<file path="config.mk">
export PLATFORM = sky130hd
export DESIGN_NAME = bus_xfer_arbiter
export DESIGN_NICKNAME = d
export VERILOG_FILES = /design/src/rtl/bus_xfer_arbiter.sv
export SDC_FILE = /design/constraint.sdc
export NUM_CORES = 1
export LEC_CHECK = 0
export CORE_AREA = 8 8 95 97
export DETAILED_ROUTE_END_ITERATION = 8
export DIE_AREA = 0 0 103 105
export GPL_TIMING_DRIVEN = 0
export PLACE_DENSITY = 0.85
export SKIP_CTS_REPAIR_TIMING = 1
export SYNTH_ARGS = -nofsm -noshare
export SYNTH_HDL_FRONTEND = slang
export SYNTH_SLANG_ARGS = --single-unit
</file>
<file path="constraint.sdc">
create_clock -name clk_i -period 3.5 [get_ports clk_i]
set_clock_uncertainty 0.1 [all_clocks]
set_input_delay 0.7 -clock clk_i [delete_from_list [all_inputs] [get_ports clk_i]]
set_output_delay 0.7 -clock clk_i [all_outputs]
set_load 0.01 [all_outputs]
</file>
<file path="src/rtl/bus_xfer_arbiter.sv">
// Host-bus controller for NUM_CH accelerator FIFO ports: round-robin get path
// onto a registered valid/ready output, combinational routed put path.
module bus_xfer_arbiter #(
  parameter int unsigned DATA_W = 32,
  parameter int unsigned NUM_CH = 3,
  parameter int unsigned CH_W   = 2
) (
  input  logic                     clk_i,
  input  logic                     rst_i,
  input  logic [NUM_CH-1:0]        ch_get_req_i,
  input  logic [NUM_CH-1:0]        ch_empty_i,
  input  logic [NUM_CH*DATA_W-1:0] ch_rdata_i,
  output logic [NUM_CH-1:0]        ch_pop_o,
  input  logic [NUM_CH-1:0]        ch_full_i,
  output logic [NUM_CH-1:0]        ch_push_o,
  output logic [DATA_W-1:0]        ch_wdata_o,
  output logic                     bus_out_valid_o,
  input  logic                     bus_out_ready_i,
  output logic [DATA_W-1:0]        bus_out_data_o,
  output logic [CH_W-1:0]          bus_out_ch_o,
  input  logic                     bus_in_valid_i,
  input  logic [CH_W-1:0]          bus_in_ch_i,
  input  logic [DATA_W-1:0]        bus_in_data_i,
  output logic                     bus_in_ready_o,
  output logic                     bad_ch_err_o
);

  typedef enum logic {IDLE, HOLD} state_t;

  state_t              state_q, state_d;
  logic [CH_W-1:0]     rr_ptr_q, rr_ptr_d;
  logic [DATA_W-1:0]   data_q, data_d;
  logic [CH_W-1:0]     ch_q, ch_d;
  logic                valid_q, valid_d;
  logic                bad_q, bad_d;

  logic [NUM_CH-1:0]   elig;
  logic [NUM_CH-1:0]   pop_c;
  logic [CH_W-1:0]     win;
  logic [DATA_W-1:0]   win_data;
  logic                ch_ok;
  logic                full_sel;

  assign elig = ch_get_req_i & ~ch_empty_i;

  // Rotating-priority search: lowest eligible index at or above rr_ptr, else lowest overall.
  always_comb begin
    logic [CH_W-1:0] win_lo, win_hi;
    logic            any_hi;
    int              rr_int;
    win_lo   = '0;
    win_hi   = '0;
    any_hi   = 1'b0;
    rr_int   = 32'(rr_ptr_q);
    for (int i = int'(NUM_CH) - 1; i >= 0; i--) begin
      if (elig[i]) begin
        win_lo = CH_W'(i);
        if (i >= rr_int) begin
          win_hi = CH_W'(i);
          any_hi = 1'b1;
        end
      end
    end
    win      = any_hi ? win_hi : win_lo;
    win_data = '0;
    for (int i = 0; i < int'(NUM_CH); i++) begin
      if (CH_W'(i) == win) win_data = ch_rdata_i[i*DATA_W +: DATA_W];
    end
  end

  always_ff @(posedge clk_i or posedge rst_i) begin
    if (rst_i) begin
      state_q  <= IDLE;
      rr_ptr_q <= '0;
      data_q   <= '0;
      ch_q     <= '0;
      valid_q  <= 1'b0;
      bad_q    <= 1'b0;
    end else begin
      state_q  <= state_d;
      rr_ptr_q <= rr_ptr_d;
      data_q   <= data_d;
      ch_q     <= ch_d;
      valid_q  <= valid_d;
      bad_q    <= bad_d;
    end
  end

  always_comb begin
    state_d  = state_q;
    rr_ptr_d = rr_ptr_q;
    data_d   = data_q;
    ch_d     = ch_q;
    valid_d  = valid_q;
    pop_c    = '0;
    bad_d    = bad_q | (bus_in_valid_i & ~ch_ok);
    unique case (state_q)
      IDLE: begin
        if (|elig) begin
          data_d   = win_data;
          ch_d     = win;
          valid_d  = 1'b1;
          state_d  = HOLD;
          rr_ptr_d = (32'(win) == NUM_CH - 1) ? '0 : win + CH_W'(1);
          for (int i = 0; i < int'(NUM_CH); i++) pop_c[i] = (CH_W'(i) == win);
        end
      end
      HOLD: begin
        if (bus_out_ready_i) begin
          valid_d = 1'b0;
          state_d = IDLE;
        end
      end
      default: state_d = IDLE;
    endcase
  end

  // Pop advances the FIFO on the same edge that captures its head; suppressed while in reset.
  assign ch_pop_o        = rst_i ? '0 : pop_c;
  assign bus_out_valid_o = valid_q;
  assign bus_out_data_o  = data_q;
  assign bus_out_ch_o    = ch_q;
  assign bad_ch_err_o    = bad_q;

  // Put path: full flag looked up only for in-range indices.
  always_comb begin
    ch_ok    = (32'(bus_in_ch_i) < NUM_CH);
    full_sel = 1'b0;
    for (int i = 0; i < int'(NUM_CH); i++) begin
      if (CH_W'(i) == bus_in_ch_i) full_sel = ch_full_i[i];
    end
    bus_in_ready_o = ch_ok & ~full_sel;
    for (int i = 0; i < int'(NUM_CH); i++) begin
      ch_push_o[i] = bus_in_valid_i & bus_in_ready_o & (CH_W'(i) == bus_in_ch_i);
    end
  end

  assign ch_wdata_o = bus_in_data_i;

endmodule

</file>
==> summary.md, run 1 <==
| Metric | Value |
|---|---|
| Vias in the first global route | 2973 |
| Sw frac | 31.0% |
| Period Utilization, post-route | roughly 96% |
| Top cell by count, worst path | clkdlybuf4s50_1 |
| Int Pwr | 1.39 mW |
| Setup ws final | ~0.13 ns |
| Ports | 218 |
| Crit path kind | primary input to primary output |
| Routability congestion estimate | 0.774 |
| Avg WL per Cell | 18.8 um |
| DRT Pass-1 Iters | 4 |
| H-tree depth | 2 |
| Die area | 10800 um^2 |
| Detail Placement HPWL | 8110 um |
| Cell Chain, Critical Path | clkdlybuf4s50_1 -> and4bb_2 -> o32a_1 -> nor3_1 -> clkdlybuf4s50_1 |
| Row cnt | 32 |
| Commonest non-fill, non-tap cells in the layout | 185 x clkdlybuf4s50_1, 39 x dfrtp_1, 34 x buf_4 |
| Setup violators final | 0 |
| P&R area growth vs syn | 80.4% |
| Yosys Warn Count | 0 |
| Status | completed |
| Sw Pwr | 0.624 mW |
| Via count | 2498 |
| Syn Area/Cell | 11.5 um^2 |
| Min Hold Slack | about 0.37 ns |
| Tightest Pin Transition | 0.827 ns |
| Worst Path Max Fanout | 4 |
| Max Cap Viol | 0 |
| Fmax | 297 MHz |
| Post-Syn Area | 2580 um^2 |
| Non-Filler Instances | 520 |
| Die height | 105 um |
| Routed wire length | 9750 um |
| Largest net degree at the start of global routing | 40 |
| Sink Count | 39 |
| Chip width | 103 um |
| Leak Pwr | 2.01 nW |
| Clk pwr share | between 10% and 20% |
| Port bufs | 185 |
| Latest clock arrival within the worst-skew pair | 0.28 ns |
| Relative slew margins | around 45% |
| CTS tree | built |
| Cell variety after synth | 36 |
| Overflow after GRT | 0 |
| Min-Delay Path Class | flip-flop to flip-flop |
| Hold Fails Final Rpt | 0 |
| ANT nets after route | 0 |
| Comb power frac | 51.1% |
| Clock period minus worst slack | approximately 3.4 ns |
| Power Density | ~430 nW/um^2 |
| Crit-path max cell delay | 0.56 ns |
| Total power | 2.02 mW |
| RSZ-0062 raised after global routing | false |
| First-pass GRT wire length | 15100 um |
| Final Instance Area | 4660 um^2 |
| # diodes | 0 |
| Synth Instances | 225 |
| Flop pwr share | 34.1% |
| WP data required | 2.70 ns |
| Register bit total from synthesis | 39 |
| Share of cells above drive strength 1 | 20.6% |
| Number of remaining DRC errors | 0 |
| Post-DP Area | 4560 um^2 |
| Iteration-0 DRC Markers | 53 |
| Placed Cells | 512 |
| Setup WS pre-CTS | -0.334 ns |
| Root Driver | clkbuf_8 |
| Final core occ | 61.9% |
| Core outline area | 7530 um^2 |
| Final Net Count | 560 |
| CTS Buf Count | 5 |
| Initial core utilization | about a third |
| Initial antenna violation count | 0 |
| CP max-delay cell | clkdlybuf4s50_1 |
| Vias/cell | between 4 and 5 |
| Endpoint class of the critical path | primary output |
| Setup TNS | 0 ns |
| CTS Buffer Depth | 2 |
| Max Slew Vio Count | 0 |
| Total GRT Usage | 17.7% |
| CTS clk-pin slew, worst paths | 0.07 ns |
| Peak supply drop | 0.240 mV |
| Crit path DAT | approximately 2.6 ns |
| Sequential fraction of the synthesis area | a little under two fifths |
| Post-synth net total | ~370 |
| Critical path launch point type | primary input |
| Commonest non-fill, non-tap cell in the layout | clkdlybuf4s50_1 |
==> cell usage after synthesis (all sizes together) <==
cell / number / area share (%)
mux2: 31 / 17
mux2i: 1 / 0.39
and2b: 1 / 0.29
a221o: 31 / 12
o211ai: 1 / 0.29
nor2b: 2 / 0.48
buf: 41 / 12
o21a: 1 / 0.29
nand3: 1 / 0.19
nor3: 4 / 0.78
inv: 3 / 0.44
a31oi: 2 / 0.48
nand4bb: 1 / 1.1
a21oi: 3 / 0.58
o21ai: 5 / 0.97
and2: 31 / 7.5
o22a: 1 / 0.34
o2111ai: 1 / 1.0
o32a: 1 / 0.39
a31o: 2 / 0.68
nand2: 4 / 0.58
a211oi: 1 / 0.29
nor4bb: 1 / 0.39
clkbuf: 5 / 0.73
nor2: 3 / 0.44
a21o: 1 / 0.29
nand2b: 3 / 0.73
o211a: 1 / 0.39
and4bb: 1 / 0.48
nand3b: 1 / 0.29
nor4b: 1 / 0.34
dfrtp: 39 / 38
==> registers in the layout, indices dropped and copies added, names as in the netlist <==
name and cells:
bus_out_ch_o 2, rr_ptr_q 2, bus_out_data_o 32, state_q 1, bad_ch_err_o 1, bus_out_valid_o 1
==> final timing paths <==
check / from / endpoint / slack (ns) / cells after the start
min in group asynchronous: rst_i / rr_ptr_q[1]$_DFFE_PP0P_ / 0.89 / 2
max in group asynchronous: rst_i / bus_out_data_o[10]$_DFFE_PP0P_ / 1.89 / 2
worst min register to register: bad_ch_err_o$_DFF_PP0_ / bad_ch_err_o$_DFF_PP0_ / 0.37 / 1
worst min-delay path: bad_ch_err_o$_DFF_PP0_ / bad_ch_err_o$_DFF_PP0_ / 0.37 / 1
worst max-delay path: ch_get_req_i[2] / ch_pop_o[0] / 0.13 / 5
worst max register to register: rr_ptr_q[0]$_DFFE_PP0P_ / bus_out_data_o[29]$_DFFE_PP0P_ / 1.33 / 5
==> cell type report <==
cell class / instances / area, um^2
Inverter: 3 / 11.3
Clock buffer: 7 / 76.3
Buffer: 44 / 315
Multi-Input combinational cell: 137 / 1280
Clock inverter: 1 / 5.00
Timing Repair Buffer: 187 / 1870
Sequential cell: 39 / 976
Fill cell: 644 / 2870
Tap cell: 102 / 128
==> power groups by stage <==
stage | clock network (mW) | logic [mW] | registers [mW]
final | 0.297 | 1.03 | 0.688
after global routing | 0.325 | 1.10 | 0.710
after CTS | 0.305 | 1.04 | 0.689
after detailed placement | 0 | 1.04 | 0.695
after global placement | 0 | 1.01 | 0.688
after floorplan | 0 | 0.394 | 0.756
==> worst max-delay path: cells and delay by family <==
| kind | cells | cell delay, ns |
|---|---|---|
| buffers and inverters | 2 | 1.05 |
| AOI/OAI and AO/OA | 1 | 0.34 |
| and+or+nand+nor | 2 | 0.47 |
==> kinds of logic (layout without fill, tap and decap cells) <==
| logic type | Yosys count | count (layout) | share of synthesized area, % |
|---|---|---|---|
| compound gates | 51 | 51 | 18.0 |
| buf+inv | 49 | 242 | 12.9 |
| flops | 39 | 39 | 37.8 |
| mux | 32 | 32 | 17.7 |
| simple gates | 54 | 54 | 13.6 |
==> routing by layer <==
layer  up-vias  track usage [%]  part of all wire, %
met1      1180             16.8                   34
li1       1183                -                    -
met4         0             4.34                 0.56
met2       133             33.2                   53
met5         -                0                    0
met3         2             8.29                   13
(Power assumes the default switching activity.)
==> run 2: changes to the inputs <==
--- a/config.mk
+++ b/config.mk
@@ -5,9 +5,11 @@
 export SDC_FILE = /design/constraint.sdc
 export NUM_CORES = 1
 export LEC_CHECK = 0
-export CORE_AREA = 8 8 95 97
+export CELL_PAD_IN_SITES_DETAIL_PLACEMENT = 1
+export CELL_PAD_IN_SITES_GLOBAL_PLACEMENT = 2
+export CORE_AREA = 8 8 126 128
 export DETAILED_ROUTE_END_ITERATION = 8
-export DIE_AREA = 0 0 103 105
+export DIE_AREA = 0 0 134 136
 export GPL_TIMING_DRIVEN = 0
 export PLACE_DENSITY = 0.85
 export SKIP_CTS_REPAIR_TIMING = 1
==> summary.md, run 2 (same netlist as run 1, synthesis figures left out) <==
| Metric | Value |
|---|---|
| Status | completed |
| Relative slew margins | 41.9% (-2.9 points) |
| Avg WL per Cell | 18.2 um (-2.9%) |
| Vias in the first global route | 2968 (-0.17%) |
| Vias/cell | 4.20 (-13%) |
| Worst reg2reg endpoint | bus_out_data_o[30]$_DFFE_PP0P_ |
| Leak Pwr | 2.08 nW (+3.6%) |
| WHS Path Cells | 1 (unchanged) |
| Hold wc startpoint | bad_ch_err_o$_DFF_PP0_ |
| Min-Delay Endpoint | bad_ch_err_o$_DFF_PP0_ |
| Crit path DAT | 2.60 ns (+0.03 ns) |
| Initial antenna violation count | 0 (unchanged) |
| Initial core utilization | 18.4% (-16 points) |
| First-pass GRT wire length | 16500 um (+9.5%) |
| Worst Path Max Fanout | 10 (+6) |
| Ports | 218 (unchanged) |
| Detail Placement HPWL | 9030 um (+11%) |
| Number of flip-flops in the largest register | 32 (unchanged) |
| Total power | 2.18 mW (+8.2%) |
| CP top delay family | buffers and inverters |
| CTS tree | built |
| CTS Buffer Depth | 2 (unchanged) |
| Die height | 136 um (+30%) |
| Final core occ | 34.4% (-27 points) |
| Power Density | 451 nW/um^2 (+4.2%) |
| Total GRT Usage | 11.6% (-6.2 points) |
| WP buf/inv | 4 (+2) |
| Die area | 18200 um^2 (+69%) |
| Latest clock arrival within the worst-skew pair | 0.28 ns (about the same) |
| Reg2reg setup slack | 1.28 ns (-0.05 ns) |
| Sink Count | 39 (unchanged) |
| Setup violators final | 0 (unchanged) |
| RSZ-0062 raised after global routing | false |
| Critical path launch point type | primary input |
| P&R area growth vs syn | 87.3% |
| Commonest non-fill, non-tap cell in the layout | clkdlybuf4s50_1 |
| Peak supply drop | 0.184 mV (-23%) |
| Final Net Count | 561 (+0.18%) |
| Overflow after GRT | 0 (unchanged) |
| ANT nets after route | 0 (unchanged) |
| Endpoint class of the critical path | primary output |
| Chip width | 134 um (+30%) |
| CTS clk-pin slew, worst paths | 0.07 ns (about the same) |
| CTS Buf Count | 5 (unchanged) |
| Root Driver | clkbuf_16 |
| Port bufs | 185 (unchanged) |
| Number of remaining DRC errors | 0 (unchanged) |
| Reg2reg start | rr_ptr_q[0]$_DFFE_PP0P_ |
| Routability congestion estimate | 0.701 (-9.4%) |
| Commonest non-fill, non-tap cells in the layout | 183 x clkdlybuf4s50_1, 39 x dfrtp_1, 35 x buf_4 |
| R2R cell count | 5 (unchanged) |
| Largest net degree at the start of global routing | 40 (unchanged) |
| Min-Delay Path Class | flip-flop to flip-flop |
| DRT Pass-1 Iters | 4 (unchanged) |
| WP data required | 2.70 ns (about the same) |
| Iteration-0 DRC Markers | 87 (+64%) |
| Row cnt | 44 (+38%) |
| Max Cap Viol | 0 (unchanged) |
| Share of cells above drive strength 1 | 21.2% (+0.67 points) |
| Hold Fails Final Rpt | 0 (unchanged) |
| Via count | 2530 (+1.3%) |
| H-tree depth | 2 (unchanged) |
| Crit-path max cell delay | 0.56 ns (about the same) |
| Crit path kind | primary input to primary output |
| Routed wire length | 11000 um (+13%) |
| Max Slew Vio Count | 0 (unchanged) |
| Core outline area | 14000 um^2 (+87%) |
| Tightest Pin Transition | 0.870 ns (+0.0428 ns) |
| Top cell by count, worst path | clkdlybuf4s50_1 |
| CP max-delay cell | clkdlybuf4s50_1 |
| # diodes | 0 (unchanged) |
| Period Utilization, post-route | 97.0% (+0.74 points) |
| Clock period minus worst slack | 3.40 ns (+0.0259 ns) |
| Fmax | 294 MHz (-0.76%) |
| Cell Chain, Critical Path | clkdlybuf4s50_1 -> nand2b_1 -> clkbuf_4 -> o2111ai_4 -> buf_6 -> nor3_1 -> clkdlybuf4s50_1 |
-- run 2: cell count changes in the layout (fill, tap and decap cells not counted) --
cell | previous run | this run
clkbuf_1 | 5 | 3
buf_2 | 6 | 5
clkinv_2 | 1 | 3
clkdlybuf4s50_1 | 185 | 183
dlymetal6s2s_1 | 0 | 2
buf_4 | 34 | 35
clkbuf_8 | 5 | 0
clkbuf_4 | 0 | 1
clkbuf_16 | 0 | 5
-- run 2: cell type report --
type                            instances  area (um^2)
Sequential cell                        39          976
Buffer                                 44          318
Inverter                                3         11.3
Clock inverter                          3         15.0
Fill cell                            1587         9200
Tap cell                              184          230
Timing Repair Buffer                  188         1880
Multi-Input combinational cell        137         1280
Clock buffer                            5          125
-- run 2: stage by stage --
stage	setup TNS [ns]	std cells	setup slack, ns	instance area (um^2)	hold WS (ns)
floorplan	0	225	0.747	2580	0.401
global placement	-1.11	594	-0.416	4660	0.361
detailed placement	-1.28	594	-0.463	4660	0.376
CTS	-1.36	602	-0.487	4800	0.392
global route	0	603	0.00523	4840	0.420
finish	0	603	0.104	4840	0.384
-- run 2: where the power goes --
group	switching, mW	internal (mW)
Combinational	0.387	0.650
Sequential	0.0875	0.603
Clock	0.193	0.261
-- run 2: worst max path at each step --
stage | to | slack [ns] | cells past startpoint | start
after floorplan | ch_pop_o[2] | 0.75 | 6 | ch_empty_i[0]
after global placement | ch_pop_o[2] | -0.42 | 8 | ch_empty_i[0]
after detailed placement | ch_pop_o[2] | -0.46 | 8 | ch_empty_i[0]
after CTS | ch_pop_o[2] | -0.49 | 8 | ch_empty_i[0]
after global routing | ch_pop_o[1] | 0.005 | 7 | ch_empty_i[0]
final | ch_pop_o[1] | 0.10 | 7 | ch_empty_i[0]
-- run 2: per-layer routing --
metal	vias up	track usage [%]	routed length [um]
met5	-	0	0
met4	0	2.31	74
met3	5	4.58	916
met2	111	21.8	5930
met1	1226	11.9	4070
li1	1188	-	-
